==> src/rtl/aesha_pkg.sv <==
// rtl/aesha_pkg.sv - shared constants, byte type, row-offset and row-parity helpers (AESHA_SR_PARITY_EN)
package aesha_pkg;

    localparam int NB_MIN = 4;
    localparam int NB_MAX = 8;
    localparam int ROWS   = 4;

    typedef logic [7:0] byte_t;

    // Rijndael row shift: the 256-bit block pushes rows 2 and 3 one column further.
    function automatic int sr_offset(input int nb, input int row);
        return (nb == 8 && row >= 2) ? row + 1 : row;
    endfunction

    // XOR of all column words gives one parity byte per row, invariant under ShiftRows.
    function automatic logic [31:0] state_par(input logic [32*NB_MAX-1:0] st, input int nb);
        logic [31:0] p;
        p = '0;
        for (int c = 0; c < nb; c++) begin
            p = p ^ st[32*nb-1-32*c -: 32];
        end
        return p;
    endfunction

endpackage

==> src/rtl/aesha_shiftrows_pipe_if.sv <==
// rtl/aesha_shiftrows_pipe_if.sv - input/output beat handshake bundle of the ShiftRows stage
interface aesha_shiftrows_pipe_if #(
    parameter int W     = 128,
    parameter int TAG_W = 4
);
    logic             i_valid;
    logic             o_ready;
    logic             i_enc_or_dec;
    logic [W-1:0]     i_data;
    logic [TAG_W-1:0] i_tag;
    logic             o_valid;
    logic             i_ready;
    logic [W-1:0]     o_data;
    logic [TAG_W-1:0] o_tag;

    modport master (
        output i_valid, i_enc_or_dec, i_data, i_tag, i_ready,
        input  o_ready, o_valid, o_data, o_tag
    );

    modport slave (
        input  i_valid, i_enc_or_dec, i_data, i_tag, i_ready,
        output o_ready, o_valid, o_data, o_tag
    );
endinterface

==> src/rtl/aesha_sr_perm.sv <==
// rtl/aesha_sr_perm.sv - combinational ShiftRows / InvShiftRows byte permutation for NB columns
module aesha_sr_perm
    import aesha_pkg::*;
#(
    parameter int NB = 4
) (
    input  logic            i_dec,
    input  logic [32*NB-1:0] i_state,
    output logic [32*NB-1:0] o_state
);

    for (genvar r = 0; r < ROWS; r++) begin : g_row
        for (genvar c = 0; c < NB; c++) begin : g_col
            localparam int S       = sr_offset(NB, r);
            localparam int ENC_SRC = (c + S) % NB;
            localparam int DEC_SRC = (c - S + NB) % NB;
            byte_t enc_b;
            byte_t dec_b;
            assign enc_b = i_state[32*NB-1-32*ENC_SRC-8*r -: 8];
            assign dec_b = i_state[32*NB-1-32*DEC_SRC-8*r -: 8];
            assign o_state[32*NB-1-32*c-8*r -: 8] = i_dec ? dec_b : enc_b;
        end
    end

endmodule

==> src/rtl/aesha_shiftrows_pipe.sv <==
// rtl/aesha_shiftrows_pipe.sv - registered (Inv)ShiftRows stage with 2-entry skid buffer; optional AESHA_SR_PARITY_EN
module aesha_shiftrows_pipe
    import aesha_pkg::*;
#(
    parameter int NB    = 4,
    parameter int TAG_W = 4
) (
    input  logic                   i_clk,
    input  logic                   i_reset,
    input  logic                   i_flush,
    aesha_shiftrows_pipe_if.slave  bus,
    output logic                   o_par_err
);

    localparam int W = 32 * NB;

    if (!(NB == 4 || NB == 6 || NB == 8)) begin : g_bad_nb
        $error("aesha_shiftrows_pipe: NB must be 4, 6 or 8");
    end

    logic [W-1:0]     perm_data;
    logic [W-1:0]     data_q [2];
    logic [W-1:0]     data_d [2];
    logic [TAG_W-1:0] tag_q  [2];
    logic [TAG_W-1:0] tag_d  [2];
    logic             wr_ptr_q, wr_ptr_d;
    logic             rd_ptr_q, rd_ptr_d;
    logic [1:0]       count_q, count_d;
    logic             push, pop;

    aesha_sr_perm #(.NB(NB)) u_perm (
        .i_dec   (bus.i_enc_or_dec),
        .i_state (bus.i_data),
        .o_state (perm_data)
    );

    // Outputs are forced quiet while reset is held, not only after the reset edge.
    assign bus.o_ready = (count_q != 2'd2) & ~i_reset;
    assign bus.o_valid = (count_q != 2'd0) & ~i_reset;
    assign bus.o_data  = i_reset ? '0 : data_q[rd_ptr_q];
    assign bus.o_tag   = i_reset ? '0 : tag_q[rd_ptr_q];

    assign push = bus.i_valid & bus.o_ready & ~i_flush;
    assign pop  = bus.o_valid & bus.i_ready;

    always_comb begin
        data_d   = data_q;
        tag_d    = tag_q;
        wr_ptr_d = wr_ptr_q;
        rd_ptr_d = rd_ptr_q;
        count_d  = count_q;
        if (push) begin
            data_d[wr_ptr_q] = perm_data;
            tag_d[wr_ptr_q]  = bus.i_tag;
            wr_ptr_d         = ~wr_ptr_q;
        end
        if (pop) begin
            rd_ptr_d = ~rd_ptr_q;
        end
        case ({push, pop})
            2'b10:   count_d = count_q + 2'd1;
            2'b01:   count_d = count_q - 2'd1;
            default: count_d = count_q;
        endcase
        if (i_flush) begin
            count_d  = 2'd0;
            wr_ptr_d = 1'b0;
            rd_ptr_d = 1'b0;
        end
    end

    always_ff @(posedge i_clk) begin
        if (i_reset) begin
            data_q   <= '{default: '0};
            tag_q    <= '{default: '0};
            wr_ptr_q <= 1'b0;
            rd_ptr_q <= 1'b0;
            count_q  <= 2'd0;
        end else begin
            data_q   <= data_d;
            tag_q    <= tag_d;
            wr_ptr_q <= wr_ptr_d;
            rd_ptr_q <= rd_ptr_d;
            count_q  <= count_d;
        end
    end

`ifdef AESHA_SR_PARITY_EN
    logic [31:0] par_q [2];
    logic [31:0] par_d [2];
    logic        par_err_q, par_err_d;

    always_comb begin
        par_d     = par_q;
        par_err_d = par_err_q;
        if (push) begin
            par_d[wr_ptr_q] = state_par((32*NB_MAX)'(bus.i_data), NB);
        end
        if (pop && (state_par((32*NB_MAX)'(data_q[rd_ptr_q]), NB) != par_q[rd_ptr_q])) begin
            par_err_d = 1'b1;
        end
    end

    always_ff @(posedge i_clk) begin
        if (i_reset) begin
            par_q     <= '{default: '0};
            par_err_q <= 1'b0;
        end else begin
            par_q     <= par_d;
            par_err_q <= par_err_d;
        end
    end

    assign o_par_err = par_err_q & ~i_reset;
`else
    assign o_par_err = 1'b0;
`endif

endmodule
==> src/flat_wrapper.sv <==
// flat-port wrapper written by rule: the top's interface ports become plain ports
module aesha_shiftrows_pipe_flat import aesha_pkg::*;
#(
    parameter int NB    = 4,
    parameter int TAG_W = 4
)
  (i_clk, i_reset, i_flush, o_par_err, bus_i_valid, bus_i_enc_or_dec, bus_i_data, bus_i_tag, bus_i_ready, bus_o_ready, bus_o_valid, bus_o_data, bus_o_tag);
  aesha_shiftrows_pipe_if #(.TAG_W(TAG_W)) bus_i ();
  input  logic i_clk;
  input  logic i_reset;
  input  logic i_flush;
  output logic o_par_err;
  input wire logic [$bits(bus_i.i_valid)-1:0] bus_i_valid;
  input wire logic [$bits(bus_i.i_enc_or_dec)-1:0] bus_i_enc_or_dec;
  input wire logic [$bits(bus_i.i_data)-1:0] bus_i_data;
  input wire logic [$bits(bus_i.i_tag)-1:0] bus_i_tag;
  input wire logic [$bits(bus_i.i_ready)-1:0] bus_i_ready;
  output wire logic [$bits(bus_i.o_ready)-1:0] bus_o_ready;
  output wire logic [$bits(bus_i.o_valid)-1:0] bus_o_valid;
  output wire logic [$bits(bus_i.o_data)-1:0] bus_o_data;
  output wire logic [$bits(bus_i.o_tag)-1:0] bus_o_tag;
  assign bus_i.i_valid = bus_i_valid;
  assign bus_i.i_enc_or_dec = bus_i_enc_or_dec;
  assign bus_i.i_data = bus_i_data;
  assign bus_i.i_tag = bus_i_tag;
  assign bus_i.i_ready = bus_i_ready;
  assign bus_o_ready = bus_i.o_ready;
  assign bus_o_valid = bus_i.o_valid;
  assign bus_o_data = bus_i.o_data;
  assign bus_o_tag = bus_i.o_tag;
  aesha_shiftrows_pipe #(.NB(NB), .TAG_W(TAG_W)) u_core (.i_clk(i_clk), .i_reset(i_reset), .i_flush(i_flush), .bus(bus_i), .o_par_err(o_par_err));
endmodule
==> config.mk <==
export PLATFORM = sky130hd
export DESIGN_NAME = aesha_shiftrows_pipe_flat
export DESIGN_NICKNAME = d
export VERILOG_FILES = /design/src/rtl/aesha_pkg.sv /design/src/rtl/aesha_shiftrows_pipe_if.sv /design/src/rtl/aesha_sr_perm.sv /design/src/rtl/aesha_shiftrows_pipe.sv /design/src/flat_wrapper.sv
export SDC_FILE = /design/constraint.sdc
export NUM_CORES = 1
export LEC_CHECK = 0
export ABC_AREA = 1
export CAP_MARGIN = 20
export CORE_MARGIN = 8
export CORE_UTILIZATION = 45
export CTS_CLUSTER_DIAMETER = 200
export DETAILED_ROUTE_END_ITERATION = 8
export DONT_BUFFER_PORTS = 1
export GPL_ROUTABILITY_DRIVEN = 1
export PLACE_DENSITY = 0.57
export REMOVE_ABC_BUFFERS = 1
export SYNTH_ARGS = -nofsm -noshare
export SYNTH_HDL_FRONTEND = slang
export SYNTH_SLANG_ARGS = --single-unit
==> constraint.sdc <==
create_clock -name i_clk -period 3.6 [get_ports i_clk]
set_clock_uncertainty 0.2 [all_clocks]
set_input_delay 0.72 -clock i_clk [delete_from_list [all_inputs] [get_ports i_clk]]
set_output_delay 0.72 -clock i_clk [all_outputs]
set_load 0.02 [all_outputs]
# Word-level counts from Yosys, hierarchy flattened
# Cells that the tools add are included.
# totals
register_bits,268
output_inout_bits,135
word_cells,53
# classes
addsub,2
order_cmp,3
n_eq_ne,3
mux,23
bitwise_logic,11
reduce_logical,4
# op_table
cell,count
2-to-1 mux 128 bit,5
bitwise mux 256 bit,1
demux 128 bit (select 1 bit),1
2-to-1 mux 8 bit,8
2-to-1 mux 4 bit,5
bitwise mux 8 bit,1
bitwise AND 1 bit,5
demux 4 bit (select 1 bit),1
">= comparator 2 bit, second input constant",2
inverter 1 bit,4
inverter 1 -> 2 bit,2
case mux 2 bit (2 select lines),1
nonzero test 2 bit,2
"adder 2 x 1 -> 2 bit, second input constant",1
"equality test 2 x 1 -> 1 bit, second input constant",1
"equality test 2 bit, second input constant",1
"< comparator 2 x 1 -> 1 bit, second input constant",1
"inequality test 2 bit, second input constant",1
OR reduction 2 bit,1
"subtractor 2 x 1 -> 2 bit, second input constant",1
logical AND 1 bit,1

# Depth between registers and ports, before layout
# Gate-level depths: netlist of the first run.
# logic_depth
ltp_word,6
mapped_depth,9

# Modules after synthesis
# Synthesis of the first run repeated with hierarchy kept, for this count alone.
# unflattened
hier_cells,2284
area_unflattened_um2,13704.4
# by_module_without_submodules
mod,n_inst,cells_per_inst,area_per_inst_um2,seq_area_each_um2
aesha_shiftrows_pipe,1,2014,12379.4,5365.1
aesha_sr_perm,1,270,1325.0,0.0

# Worst setup path after synthesis of the first run
# No wires, ideal clock.
# synth_path
path_type,input -> output
from,input port i_reset
to,output port bus_o_data[104]
arrival_ps,1660
required_time_ps,2680
slack_ps,1020
stages,5
cell_sequence,inv_2 > buf_2 > clkbuf_1 > o21ai_0 > a21oi_1
# synth_between
elab_chain_len,1
# synth_rtl
item,line,source
start: declaration,flat_wrapper.sv:10,input logic i_reset;
2-to-1 mux 128 bit,aesha_shiftrows_pipe.sv:40,assign bus.o_data = i_reset ? '0 : data_q[rd_ptr_q];
end: declaration,flat_wrapper.sv:20,output wire logic [$bits(bus_i.o_data)-1:0] bus_o_data;
# No other way between the ends.

# Final worst setup path of the first run
# layout_path
from,register u_core.rd_ptr_q
to,output port bus_o_data[122]
# layout_between
elab_chain_len,5
# layout_rtl
item,line,source
start: declaration,aesha_shiftrows_pipe.sv:27,"logic rd_ptr_q, rd_ptr_d;"
start signal: assignment,aesha_shiftrows_pipe.sv:83,rd_ptr_q <= rd_ptr_d;
inverter 1 -> 2 bit (implied by the code),aesha_shiftrows_pipe.sv:40,
2-to-1 mux 128 bit (implied by the code) (3 in a row),aesha_shiftrows_pipe.sv:40,
2-to-1 mux 128 bit,aesha_shiftrows_pipe.sv:40,
# No other way between the ends. The select of a mux whose other input is x is not followed.

==> results.ini, run 1 <==
[placement]
place_congestion=0.772
post-place-ws_ns=0.599
detailed_place_hpwl_mm=23.1
io_buffers=0

[cells_and_area]
nNetsFinal=2242
drive_gt1_frac=0.0504
fillCellCount=3088
area_growth_pct=9.47
insertedDiodeCount=0

[power_and_ir_drop]
p_sw_frac=0.242
pwr-share-clk=0.470
ir_worst_vdd_uv=289
p_leak_nw=7.28
comb_power_share=0.081
power_density_mw_per_mm2=473
seq_power_share=0.450
finalPower_mw=6.88
internal_power_mw=5.21
power_switching_mw=1.67

[worst_setup_path]
cp_num_cells=3
path_max_fanout=61
cp-end-kind=output port
r2r_setup_slack_ns=1.03
r2r_cells=5
critical_path_buf_inv_count=1
required_ns=2.68
critical_path_class=flip-flop to output port
crit_chain=buf_4 > o21ai_0 > a21oi_1
cp_top_family=flip-flops
slowest_delay_ns=0.66
cpMaxStageDelayCell=dfxtp_4
startpoint_type=flip-flop
worstPathArrival_ns=2.33

[yosys]
yosysUniqueCellTypes=20
ys_warn_count=0
synthArstFlopShare=0
synth_top_area_frac=0.403
synth_ff_type=dfxtp_1
netlist_instances=2174
syn_area_per_cell_um2=6.12
synth_seq_cells=268
synthTopCellsByArea=dfxtp_1, nor2_1, nand2_1
synth_top_area_cell=dfxtp_1
synth_edf_count=0
synthesis.area_mm2=0.0133
ys_seq_area_frac=0.403

[route]
detail_route.wl_per_cell_um=14.6
highest_layer=met4
routed-wl-met3_mm=3.38
drc=0
route.met2.wl_mm=16.4
vias=12227
met1_length_mm=16.1
drt_pre_antenna_iters=6
via_per_inst=4.87
routed_wl_mm=36.7
antenna_left=0
drt_iter0_markers=651

[clocking]
ctsResizeCount=0
clock-root-buffer=clkbuf_16
cts_buffers=34
post_cts_buffers=0
cts.sink_count=268
clkSlewWorstSetupHoldPaths_ns=0.06
tritoncts=done
cts.path.max_buffers=3
hold_buffers=0
clock_latency_ns=0.49
htree_levels=2

[global_routing]
grt_pass1_vias=11287
grt_pass1_wl_mm=59.3
overflow=0
antenna_found_initial=0
grt_usage=0.201
grt_start_max_net_pins=138

[job]
max_cap_violations=0

[timing]
worst_pin_slew_ns=0.722
drv_slew=0
hold_viol=0
rsz0062_at_grt=false
slew_headroom=0.518
setup_viol=0
period_share=0.902
fin_ws_ns=0.353
fmax_ghz=0.308
period_needed_ns=3.25
tns_ns=0

[floorplanning]
core_mm2=0.0294
die_h_um=188
io_pins=273
row_count=63
die_area_mm2=0.0353
start_util=0.452
die_w_um=188

[outcome]
run_status=complete, no violations

[hold_path]
hold_depth=2
hold_class=primary input to flip-flop

## worst paths after layout
path,from,endpoint
setup reg to reg,u_core.wr_ptr_q,u_core.data_q[33]
hold reg to reg,u_core.data_q[183],u_core.data_q[183]
hold / removal,bus_i_data[123],u_core.data_q[123]
setup / recovery,u_core.rd_ptr_q,bus_o_data[122]
## worst reg2reg max path, cell delays in order, from the launching register on
cell	delay, ns
dfxtp_2	0.70
inv_2	0.39
nor2_4	0.68
buf_12	0.33
nor2_1	0.08
nor2_1	0.12
## cells in the final DEF (no fill, tap or decap), types with 2 or more instances in the layout
cell type / instances
o21ai_0: 198
nand4_1: 2
inv_1: 206
buf_12: 11
inv_2: 2
nor2_1: 659
clkbuf_1: 9
clkinv_2: 4
clkbuf_8: 3
buf_4: 39
nand2_1: 471
dfxtp_1: 266
clkbuf_16: 37
nand3_1: 130
nor2_4: 4
a21oi_1: 71
## area by class of cell
| type | count | area [um^2] | area share |
|---|---|---|---|
| clock buffer | 49 | 1000 | 0.0687 |
| clock inverter | 6 | 57.6 | 0.00395 |
| sequential | 268 | 5370 | 0.369 |
| timing repair buffer | 50 | 513 | 0.0352 |
| inverter | 209 | 792 | 0.0544 |
| tap | 390 | 488 | 0.0335 |
| multi-input combinational | 1540 | 6340 | 0.435 |
## power by group through the flow
stage | logic (mW) | registers (mW) | clock network, mW
floorplan | 0.452 | 3.15 | 0
global placement | 0.550 | 3.16 | 0
detailed placement | 0.559 | 3.16 | 0
CTS | 0.560 | 3.10 | 3.34
global route | 0.642 | 3.10 | 3.46
finish | 0.554 | 3.10 | 3.23
## Yosys cell counts, types with 2 or more instances
library cell    n
nor2_1        660
nand2_1       471
dfxtp_1       268
inv_1         208
o21ai_0       198
nand3_1       130
a21oi_1        71
clkbuf_1       67
buf_2          49
buf_4          19
buf_6          13
buf_1           9
nor2_4          3
nand4_1         2
## routing by layer
layer	up-vias	GRT usage
met5	-	0
met4	0	0.0594
met3	51	0.0747
met2	301	0.323
met1	5400	0.248
li1	6475	-
## metrics by stage
stage	hold slack, ns	instance area (um^2)	std cells	util
floorplan	0.249	12500	2017	-
global placement	0.258	13500	2456	0.459
detailed placement	0.267	13500	2456	0.459
CTS	0.133	14500	2511	0.495
global route	0.135	14600	2512	0.495
finish	0.153	14600	2512	0.495
## sequential cells by signal (all words and copies together), names as in the netlist
name and count:
u_core.data_q 256, u_core.wr_ptr_q 1, u_core.count_q 2, u_core.rd_ptr_q 1, u_core.tag_q 8
## logic make-up after synthesis
group | Yosys count | synth area share
and+or+nand+nor | 1268 | 0.373
buffers and inverters | 366 | 0.121
AOI/OAI and AO/OA | 270 | 0.102
DFF | 268 | 0.403
adders and majority gates | 1 | 0.000940
other | 1 | 0.000282
No activity file was read; power rests on OpenSTA's default activity.
==> run 2, diff against run 1 <==
--- a/config.mk
+++ b/config.mk
@@ -15,6 +15,7 @@
 export GPL_ROUTABILITY_DRIVEN = 1
 export PLACE_DENSITY = 0.57
 export REMOVE_ABC_BUFFERS = 1
+export SETUP_SLACK_MARGIN = 0.02
 export SYNTH_ARGS = -nofsm -noshare
 export SYNTH_HDL_FRONTEND = slang
 export SYNTH_SLANG_ARGS = --single-unit
==> results of run 2 <==
No change in the layout: final DEF, timing and power equal those of run 1.
==> run 3, diff against run 2 <==
--- a/config.mk
+++ b/config.mk
@@ -13,9 +13,11 @@
 export DETAILED_ROUTE_END_ITERATION = 8
 export DONT_BUFFER_PORTS = 1
 export GPL_ROUTABILITY_DRIVEN = 1
+export HOLD_SLACK_MARGIN = 0.08
 export PLACE_DENSITY = 0.57
 export REMOVE_ABC_BUFFERS = 1
 export SETUP_SLACK_MARGIN = 0.02
+export SLEW_MARGIN = 5
 export SYNTH_ARGS = -nofsm -noshare
 export SYNTH_HDL_FRONTEND = slang
 export SYNTH_SLANG_ARGS = --single-unit
==> results of run 3 <==
No change in the layout: final DEF, timing and power equal those of run 1.
